<file path="src/rtl/toaster_pkg.sv">
// Shared types and limits for the toaster countdown timer.
// Holds the FSM state enum, range limits and the load clamp helpers.
package toaster_pkg;

    typedef enum logic [1:0] {
        IDLE  = 2'd0,
        RUN   = 2'd1,
        PAUSE = 2'd2,
        DONE  = 2'd3
    } state_t;

    localparam int MAX_SECONDS = 599;
    localparam int MAX_DUTY    = 100;
    localparam int PWM_STEPS   = 100;

    localparam int SEC_W = 10;
    localparam int BCD_W = 12;

    function automatic logic [SEC_W-1:0] clamp_secs(
        input logic [SEC_W-1:0] t
    );
        if (t > SEC_W'(MAX_SECONDS))
            return SEC_W'(MAX_SECONDS);
        return t;
    endfunction

    function automatic logic [6:0] clamp_duty(input logic [7:0] d);
        if (d > 8'(MAX_DUTY))
            return 7'(MAX_DUTY);
        return d[6:0];
    endfunction

endpackage

</file>
<file path="src/rtl/toast_timer_sec2bcd.sv">
// Combinational seconds (0..599) to m:ss BCD converter.
// Ports: secs in (10 bit binary), bcd out {minutes, tens, ones}.
module sec2bcd
    import toaster_pkg::*;
(
    input  logic [SEC_W-1:0] secs,
    output logic [BCD_W-1:0] bcd
);

    logic [3:0]       mins;
    logic [3:0]       tens;
    logic [3:0]       ones;
    logic [SEC_W-1:0] rest;

    // Threshold compares instead of dividers: the input range is
    // small, so a short priority chain is cheap and fast.
    always_comb begin
        mins = 4'd0;
        for (int k = 1; k <= 9; k++) begin
            if (secs >= SEC_W'(k * 60))
                mins = 4'(k);
        end
        rest = secs - SEC_W'({6'd0, mins} * 10'd60);
        tens = 4'd0;
        for (int k = 1; k <= 5; k++) begin
            if (rest >= SEC_W'(k * 10))
                tens = 4'(k);
        end
        ones = 4'(rest - SEC_W'({6'd0, tens} * 10'd10));
        bcd  = {mins, tens, ones};
    end

endmodule

</file>
<file path="src/rtl/toast_timer.sv">
// Toaster countdown timer with PWM heater drive and BCD display.
// Ports: clk, reset (sync, active-high); Time/DC/write load bus with
// write_ack 4-phase handshake; start/stop run control (stop wins);
// tLED BCD remaining time, heat PWM output, done pulse, busy in RUN.
module toast_timer
    import toaster_pkg::*;
#(
    parameter int CLK_HZ  = 50_000_000,
    parameter int PWM_DIV = 5000
) (
    input  logic             clk,
    input  logic             reset,
    input  logic [SEC_W-1:0] Time,
    input  logic [7:0]       DC,
    input  logic             start,
    input  logic             stop,
    input  logic             write,
    output logic             write_ack,
    output logic [BCD_W-1:0] tLED,
    output logic             heat,
    output logic             done,
    output logic             busy
);

    localparam int PW = (CLK_HZ > 1) ? $clog2(CLK_HZ) : 1;
    localparam int DW = (PWM_DIV > 1) ? $clog2(PWM_DIV) : 1;

    localparam logic [PW-1:0] PRE_MAX  = PW'(CLK_HZ - 1);
    localparam logic [DW-1:0] DIV_MAX  = DW'(PWM_DIV - 1);
    localparam logic [6:0]    STEP_MAX = 7'(PWM_STEPS - 1);

    state_t           state;
    state_t           state_nxt;
    logic [SEC_W-1:0] rem_s;
    logic [6:0]       duty;
    logic [PW-1:0]    presc;
    logic [DW-1:0]    div;
    logic [6:0]       step;
    logic [BCD_W-1:0] bcd;

    logic load;
    logic wrap;
    logic run_ok;
    logic sec_tick;
    logic expire;

    // A new load is only taken on the rising half of the handshake.
    assign load   = write & ~write_ack;
    assign wrap   = (presc == PRE_MAX);
    assign run_ok = start & ~stop & (rem_s != '0);

    // A second elapses only when running undisturbed; a load in the
    // same cycle wins and restarts the second instead.
    assign sec_tick = (state == RUN) & ~stop & ~load & wrap;
    assign expire   = sec_tick & (rem_s <= SEC_W'(1));

    sec2bcd u_bcd (
        .secs (rem_s),
        .bcd  (bcd)
    );

    always_ff @(posedge clk) begin
        if (reset)
            state <= IDLE;
        else
            state <= state_nxt;
    end

    always_comb begin
        state_nxt = state;
        unique case (state)
            IDLE: begin
                if (run_ok)
                    state_nxt = RUN;
            end
            RUN: begin
                if (stop)
                    state_nxt = PAUSE;
                else if (expire)
                    state_nxt = DONE;
            end
            PAUSE: begin
                if (run_ok)
                    state_nxt = RUN;
            end
            DONE: begin
                if (stop || load)
                    state_nxt = IDLE;
            end
            default: state_nxt = IDLE;
        endcase
    end

    always_comb begin
        busy = (state == RUN);
    end

    always_ff @(posedge clk) begin
        if (reset) begin
            write_ack <= 1'b0;
            rem_s     <= '0;
            duty      <= '0;
            presc     <= '0;
        end else begin
            write_ack <= write;
            if (load) begin
                rem_s <= clamp_secs(Time);
                duty  <= clamp_duty(DC);
                presc <= '0;
            end else if (state == RUN && !stop) begin
                if (wrap) begin
                    presc <= '0;
                    if (rem_s != '0)
                        rem_s <= rem_s - SEC_W'(1);
                end else begin
                    presc <= presc + 1'b1;
                end
            end
        end
    end

    // Free-running PWM phase, independent of the FSM.
    always_ff @(posedge clk) begin
        if (reset) begin
            div  <= '0;
            step <= '0;
        end else if (div == DIV_MAX) begin
            div  <= '0;
            step <= (step == STEP_MAX) ? 7'd0 : step + 7'd1;
        end else begin
            div <= div + 1'b1;
        end
    end

    always_ff @(posedge clk) begin
        if (reset) begin
            tLED <= '0;
            heat <= 1'b0;
            done <= 1'b0;
        end else begin
            tLED <= bcd;
            heat <= (state == RUN) && (step < duty);
            done <= expire;
        end
    end

endmodule

</file>
<file path="config.mk">
export PLATFORM = sky130hd
export DESIGN_NAME = toast_timer
export DESIGN_NICKNAME = d
export VERILOG_FILES = /design/src/rtl/toaster_pkg.sv /design/src/rtl/toast_timer_sec2bcd.sv /design/src/rtl/toast_timer.sv
export SDC_FILE = /design/constraint.sdc
export NUM_CORES = 1
export LEC_CHECK = 0
export CORE_UTILIZATION = 60
export CTS_CLUSTER_DIAMETER = 60
export DETAILED_ROUTE_END_ITERATION = 10
export PLACE_DENSITY_LB_ADDON = 0.15
export SLEW_MARGIN = 20
export SYNTH_ARGS = -nofsm -noshare
export SYNTH_HDL_FRONTEND = slang
export SYNTH_HIERARCHICAL = 1
export SYNTH_SLANG_ARGS = --single-unit
</file>
<file path="constraint.sdc">
create_clock -name clk -period 8.71 [get_ports clk]
set_clock_uncertainty 0.15 [all_clocks]
set_input_delay 1.742 -clock clk [delete_from_list [all_inputs] [get_ports clk]]
set_output_delay 1.742 -clock clk [all_outputs]
set_load 0.01 [all_outputs]
</file>
==> metrics, run 1 <==
number of global-route vias before repair=4,058; DR WL met2=5.13 mm; Ant. Diodes=0; Synth Warn #=6; drt first pass iters=5; Max-Slew Margin vs Limit=0.277; Post-synth EDFFs=0; actual slew at the worst max-slew pin=1.07 ns; cell count after synthesis=579; Unique masters post-synth=74; IO Port Bufs=38; CTS tree=yes; fin. max-slew vios=0; Post-synth ARST share=0; FMAX=158 MHz; layout cells sized above 1=0.0591; Die W=92.8 um; initial antenna violation count=0; drt drc=0; Worst VDD drop=0.0865 mV; row count=32; syn avg cell area=8.55 sq um; Nets=665; crit end category=flop; Clock Path Buffers=2; CTS resizes=0; H-Tree Depth=3; DP Wirelength=7.80 mm; post-CTS setup buffers=0; Hold Crit Class=flop to flop; MaxCap Viol Count=0; Clk pin slew, worst setup/hold paths=0.09 ns; endpoints failing hold=0; core region area=0.00785 sq mm; final period utilization=0.728; unrepaired setup endpoints after global routing=no; final worst slack=2.37 ns; WL met3=447 um; Crit Path Category=flop to flop; register area share after synthesis=0.323; clk sink count=80; starting density of the core=0.631; M1 WL=5.15 mm; DR vias/cell=5.97; CP startpoint kind=flop; hold buffers post-CTS=0; prevailing post-synth register cell=dfxtp_1; synthesized flop and latch total=80; Syn Nets=640; Leak Pwr=2.13 nW; Hold Startpoint=div[0]$_SDFF_PP0_; Skew-Pair Late Insertion Delay=0.36 ns; PwrDens=178 mW/mm^2; Tmin final=6.34 ns; Total Wirelength=10.9 mm; largest net degree at the start of global routing=39; P&R area growth vs syn=12.8%; WL/cell=15.4 um; status=completed; critical path peak fanout=17; via count=4,245; DR top layer=met4; Iteration-0 DRC Markers=237; Overflow after GRT=0; total die area=0.00862 sq mm; Worst Setup SP=rem_s[5]$_SDFFE_PP0P_; Setup TNS=0 ns; Clock Tree Root=clkbuf_8; ANT nets after route=0; critical path required time=8.79 ns; Chip Height=92.8 um; final RePlAce weighted congestion=0.838; CTS buffer count=9; crit path DAT=6.42 ns; Synth Cell Area=0.00495 sq mm; FF-to-FF Start=rem_s[5]$_SDFFE_PP0P_; Setup WS pre-CTS=2.43 ns; first-pass GRT wire length=18.6 mm; Finish-stage setup viols=0; Ports=39; Total Routing Usage GR=0.266
## worst paths after layout
| path | slack [ns] | to | depth (start not counted) |
|---|---|---|---|
| setup / recovery | 2.37 | tLED[3]$_SDFF_PP0_ | 24 |
| hold reg to reg | 0.31 | div[0]$_SDFF_PP0_ | 1 |
| setup reg to reg | 2.37 | tLED[3]$_SDFF_PP0_ | 24 |
| hold / removal | 0.31 | div[0]$_SDFF_PP0_ | 1 |
## cell families (layout without fill, tap and decap cells)
group | Yosys count | after routing | synth area share
AND/OR/NAND/NOR | 239 | 239 | 0.266
AO/OA/AOI/OAI | 95 | 95 | 0.142
flip-flops | 80 | 80 | 0.323
buffers and inverters | 67 | 97 | 0.0558
XOR/XNOR | 55 | 55 | 0.0973
adder cells (fa/ha/maj) | 40 | 40 | 0.111
multiplexers | 2 | 2 | 0.00404
other | 1 | 1 | 0.000757
## state kept, by name, indices dropped and copies added, names as in the netlist
name / cells
div: 13
done: 1
duty: 7
heat: 1
presc: 26
rem_s: 10
state: 2
step: 7
tLED: 12
write_ack: 1
## layout by cell type, fill, tap and decap left out, drive strengths merged, types with 15 or more instances in the layout
cell,instances
nor2,68
inv,45
xor2,22
nor3,26
nand2,32
clkdlybuf4s50,38
ha,31
nand4,15
dfxtp,80
nand3,19
nor2b,19
xnor2,33
## layer usage
layer  vias up  GRT usage
li1       2105          -
met1      2026      0.360
met2        98      0.440
met3        16     0.0361
met4         0     0.0821
met5         -          0
## layout make-up
class                   count  area [sq um]
clock buffers               9           124
clock inverters             7           108
fillers                   615          2260
inverters                  41           154
multi-input cells         432          3070
flip-flops and latches     80          1600
well taps                 102           128
repair buffers             40           395
## metrics by stage
| stage | power [mW] | std cells | utilization | cell area [sq um] | hold WS [ns] |
|---|---|---|---|---|---|
| after floorplan | 0.611 | 579 | - | 4950 | 0.268 |
| after global placement | 0.669 | 695 | 0.682 | 5350 | 0.278 |
| after detailed placement | 0.681 | 695 | 0.682 | 5350 | 0.302 |
| after CTS | 0.997 | 711 | 0.711 | 5580 | 0.316 |
| after global routing | 1.05 | 711 | 0.711 | 5580 | 0.358 |
| final | 0.995 | 711 | 0.711 | 5580 | 0.313 |
## power by group
part / switching (mW) / leakage (nW) / internal (mW) / total, mW
combinational: 0.157 / 1.37 / 0.125 / 0.282
clock: 0.151 / 0.114 / 0.167 / 0.318
sequential: 0.0156 / 0.651 / 0.380 / 0.396
total: 0.323 / 2.13 / 0.672 / 0.995
## synth_stat cells, types with 7 or more instances
cell / number / area (sq um)
nand2_1: 31 / 116
xor2_1: 22 / 193
nand4_1: 15 / 93.8
fa_1: 7 / 140
xnor2_1: 33 / 289
ha_1: 31 / 388
nor2_1: 68 / 255
a21oi_1: 14 / 70.1
nor2b_1: 18 / 113
o21ai_0: 11 / 55.1
nor4_1: 12 / 75.1
a211oi_1: 10 / 75.1
nand3_1: 19 / 95.1
a31oi_1: 9 / 56.3
dfxtp_1: 80 / 1600
inv_1: 41 / 154
clkbuf_1: 19 / 71.3
nor3_1: 23 / 115
## critical path: stages (launching register included)
cell	delay [ns]
dfxtp_1	0.68
o31ai_1	0.18
a21oi_1	0.24
o21a_1	0.14
a211oi_1	0.06
a31oi_1	0.33
inv_1	0.10
fa_1	0.48
fa_1	0.55
inv_1	0.05
ha_1	0.29
a21o_1	0.16
a21oi_1	0.16
xor2_1	0.18
ha_1	0.31
xor2_1	0.16
or3_1	0.33
o22a_1	0.24
nor3_2	0.26
o211ai_1	0.14
ha_1	0.21
fa_1	0.38
xor2_1	0.17
xnor2_1	0.14
nor2b_1	0.13
Power figures use the tool's default switching activity.
==> inputs of run 2 (changes only) <==
Settings changed: CORE_UTILIZATION 60 to 53.
Clock period 8.71 ns to 5.4 ns, I/O delays scaled along.
==> metrics, run 2 (synthesis results as in run 1) <==
status=complete, but fails checks; violated checks=negative setup slack; Hold Crit Class=flop to flop; Nets=698 (+5.0%); Leak Pwr=2.29 nW (+7.6%); critical path required time=5.48 ns (-3.31 ns); row count=34 (+6.3%); layout cells sized above 1=0.142 (+0.0826); Clock Tree Root=clkbuf_8; DR vias/cell=5.80 (-2.9%); max FFs per register=26 (unchanged); Ports=39 (unchanged); fin. max-slew vios=0 (unchanged); CP peak stage delay=0.54 ns (-0.14 ns); via count=4,349 (+2.4%); CTS buffer count=9 (unchanged); P&R area growth vs syn=19.7%; initial antenna violation count=0 (unchanged); Ant. Diodes=0 (unchanged); Worst VDD drop=0.184 mV (+110%); most frequent cells in the layout=dfxtp_1, nor2_1, inv_1; final RePlAce weighted congestion=0.831 (-0.80%); Worst Setup SP=rem_s[3]$_SDFFE_PP0P_; FF-to-FF Start=rem_s[3]$_SDFFE_PP0P_; PwrDens=277 mW/mm^2 (+55%); WHS=0.319 ns (+0.00586 ns); Top reg by flops=presc; Skew-Pair Late Insertion Delay=0.35 ns (about the same); CTS tree=yes; final instance area=0.00592 sq mm (+6.1%); Tmin final=5.65 ns (-0.691 ns); crit path DAT=5.73 ns (-0.69 ns); crit end category=flop; IO Port Bufs=38 (unchanged); Worst Path Buf+Inv=2 (unchanged); hold buffers post-CTS=0 (unchanged); drt first pass iters=5 (unchanged); H-Tree Depth=3 (unchanged); CP startpoint kind=flop; Placed Area=0.00561 sq mm (+4.8%); drt drc=0 (unchanged); Die W=98.7 um (+6.3%); endpoints failing hold=0 (unchanged); number of global-route vias before repair=4,277 (+5.4%); Finish-stage setup viols=2 (+2); Clk pin slew, worst setup/hold paths=0.09 ns (about the same); top flop regs=presc: 26 flops, div: 13 flops, tLED: 12 flops; first-pass GRT wire length=19.7 mm (+5.8%); core region area=0.00889 sq mm (+13%); Iteration-0 DRC Markers=197 (-17%); Overflow after GRT=0 (unchanged); final period utilization=1.05 (+0.318); Max-Slew Margin vs Limit=0.479 (+0.201); unrepaired setup endpoints after global routing=yes; final worst slack=-0.246 ns (-2.62 ns); Total Wirelength=11.5 mm (+5.4%); critical path's top delay family=adder cells; Crit Path Category=flop to flop; clk sink count=80 (unchanged); WL/cell=15.3 um (about the same); worst-path cell chain=buf_4, maj3_1, a31oi_1, or3_4, fa_1, fa_1, inv_2, ha_4, a21o_1, a21oi_2, xor2_1, ha_1, xor2_1, or3_1, o22a_1, nor3_2, o211ai_1, ha_2, fa_2, xor2_2, xnor2_1, nor2b_1; starting density of the core=0.557 (-0.0740); ANT nets after route=0 (unchanged); MaxCap Viol Count=0 (unchanged); Clock Path Buffers=2 (unchanged); total die area=0.00973 sq mm (+13%); actual slew at the worst max-slew pin=0.780 ns (-0.290 ns); Chip Height=98.7 um (+6.3%); Total Routing Usage GR=0.249 (-0.0175); FMAX=177 MHz (+12%); critical path's slowest cell=fa_1; Setup TNS=-0.377 ns (-0.377 ns); critical path peak fanout=8 (-9); Hold Startpoint=div[0]$_SDFF_PP0_; DP Wirelength=8.29 mm (+6.3%); most common cell after layout, fill and taps aside=dfxtp_1; largest net degree at the start of global routing=39 (unchanged)
==> run 2: cell types whose count changed in the layout (fill, tap and decap cells not counted), moves of 2 or more <==
cell / change
a211oi_1: -2
fa_2: +2
dfxtp_2: +2
buf_4: +33
dfxtp_4: +4
ha_1: -2
a211oi_2: +2
dfxtp_1: -6
clkinv_4: +2
fa_1: -2
==> run 2: metal layers <==
| layer | vias up | part of all wire | routed length (um) | track usage |
|---|---|---|---|---|
| met2 | 93 | 0.50 | 5710 | 0.446 |
| met1 | 2068 | 0.45 | 5230 | 0.303 |
| li1 | 2170 | - | - | - |
| met4 | 0 | 0.012 | 141 | 0.0792 |
| met3 | 18 | 0.036 | 413 | 0.0433 |
| met5 | - | 0 | 0 | 0 |
==> run 2: worst paths after layout <==
kind	to	slack, ns	depth (start not counted)
setup reg to reg	tLED[3]$_SDFF_PP0_	-0.25	22
hold reg to reg	div[0]$_SDFF_PP0_	0.32	1
setup / recovery	tLED[3]$_SDFF_PP0_	-0.25	22
hold / removal	div[0]$_SDFF_PP0_	0.32	1
==> run 2: cell type report <==
type,instances,area [sq um]
Tap cell,108,135
Clock buffer,10,138
Fill cell,742,2970
Sequential cell,80,1620
Clock inverter,6,75.1
Timing Repair Buffer,73,643
Inverter,41,154
Multi-Input combinational cell,432,3160
==> run 2: where the power goes <==
part	internal (mW)	total, mW	switching, mW	leakage (nW)
registers	0.613	0.632	0.0187	0.655
logic	0.257	0.535	0.279	1.53
clock network	0.233	0.473	0.240	0.105
==> run 2: metrics by stage <==
stage | utilization | cells | worst slack, ns | power [mW]
after floorplan | - | 579 | -0.289 | 0.993
after global placement | 0.631 | 732 | -0.203 | 1.13
after detailed placement | 0.631 | 732 | -0.345 | 1.15
after CTS | 0.660 | 750 | -0.184 | 1.64
after global routing | 0.666 | 750 | -0.480 | 1.74
final | 0.666 | 750 | -0.246 | 1.64
==> run 2: timing repair <==
action | in CTS | in global routing
endpoints found under the setup margin | 2 | 2
pin swaps | 12 | 2
gates resized for setup | 11 | 12
buffers inserted | 2 | 0
==> inputs of run 3 (changes only) <==
Settings changed: CTS_CLUSTER_DIAMETER 60 to 100.
==> results of run 3 <==
Final layout, timing and power as in run 2 (identical DEF).
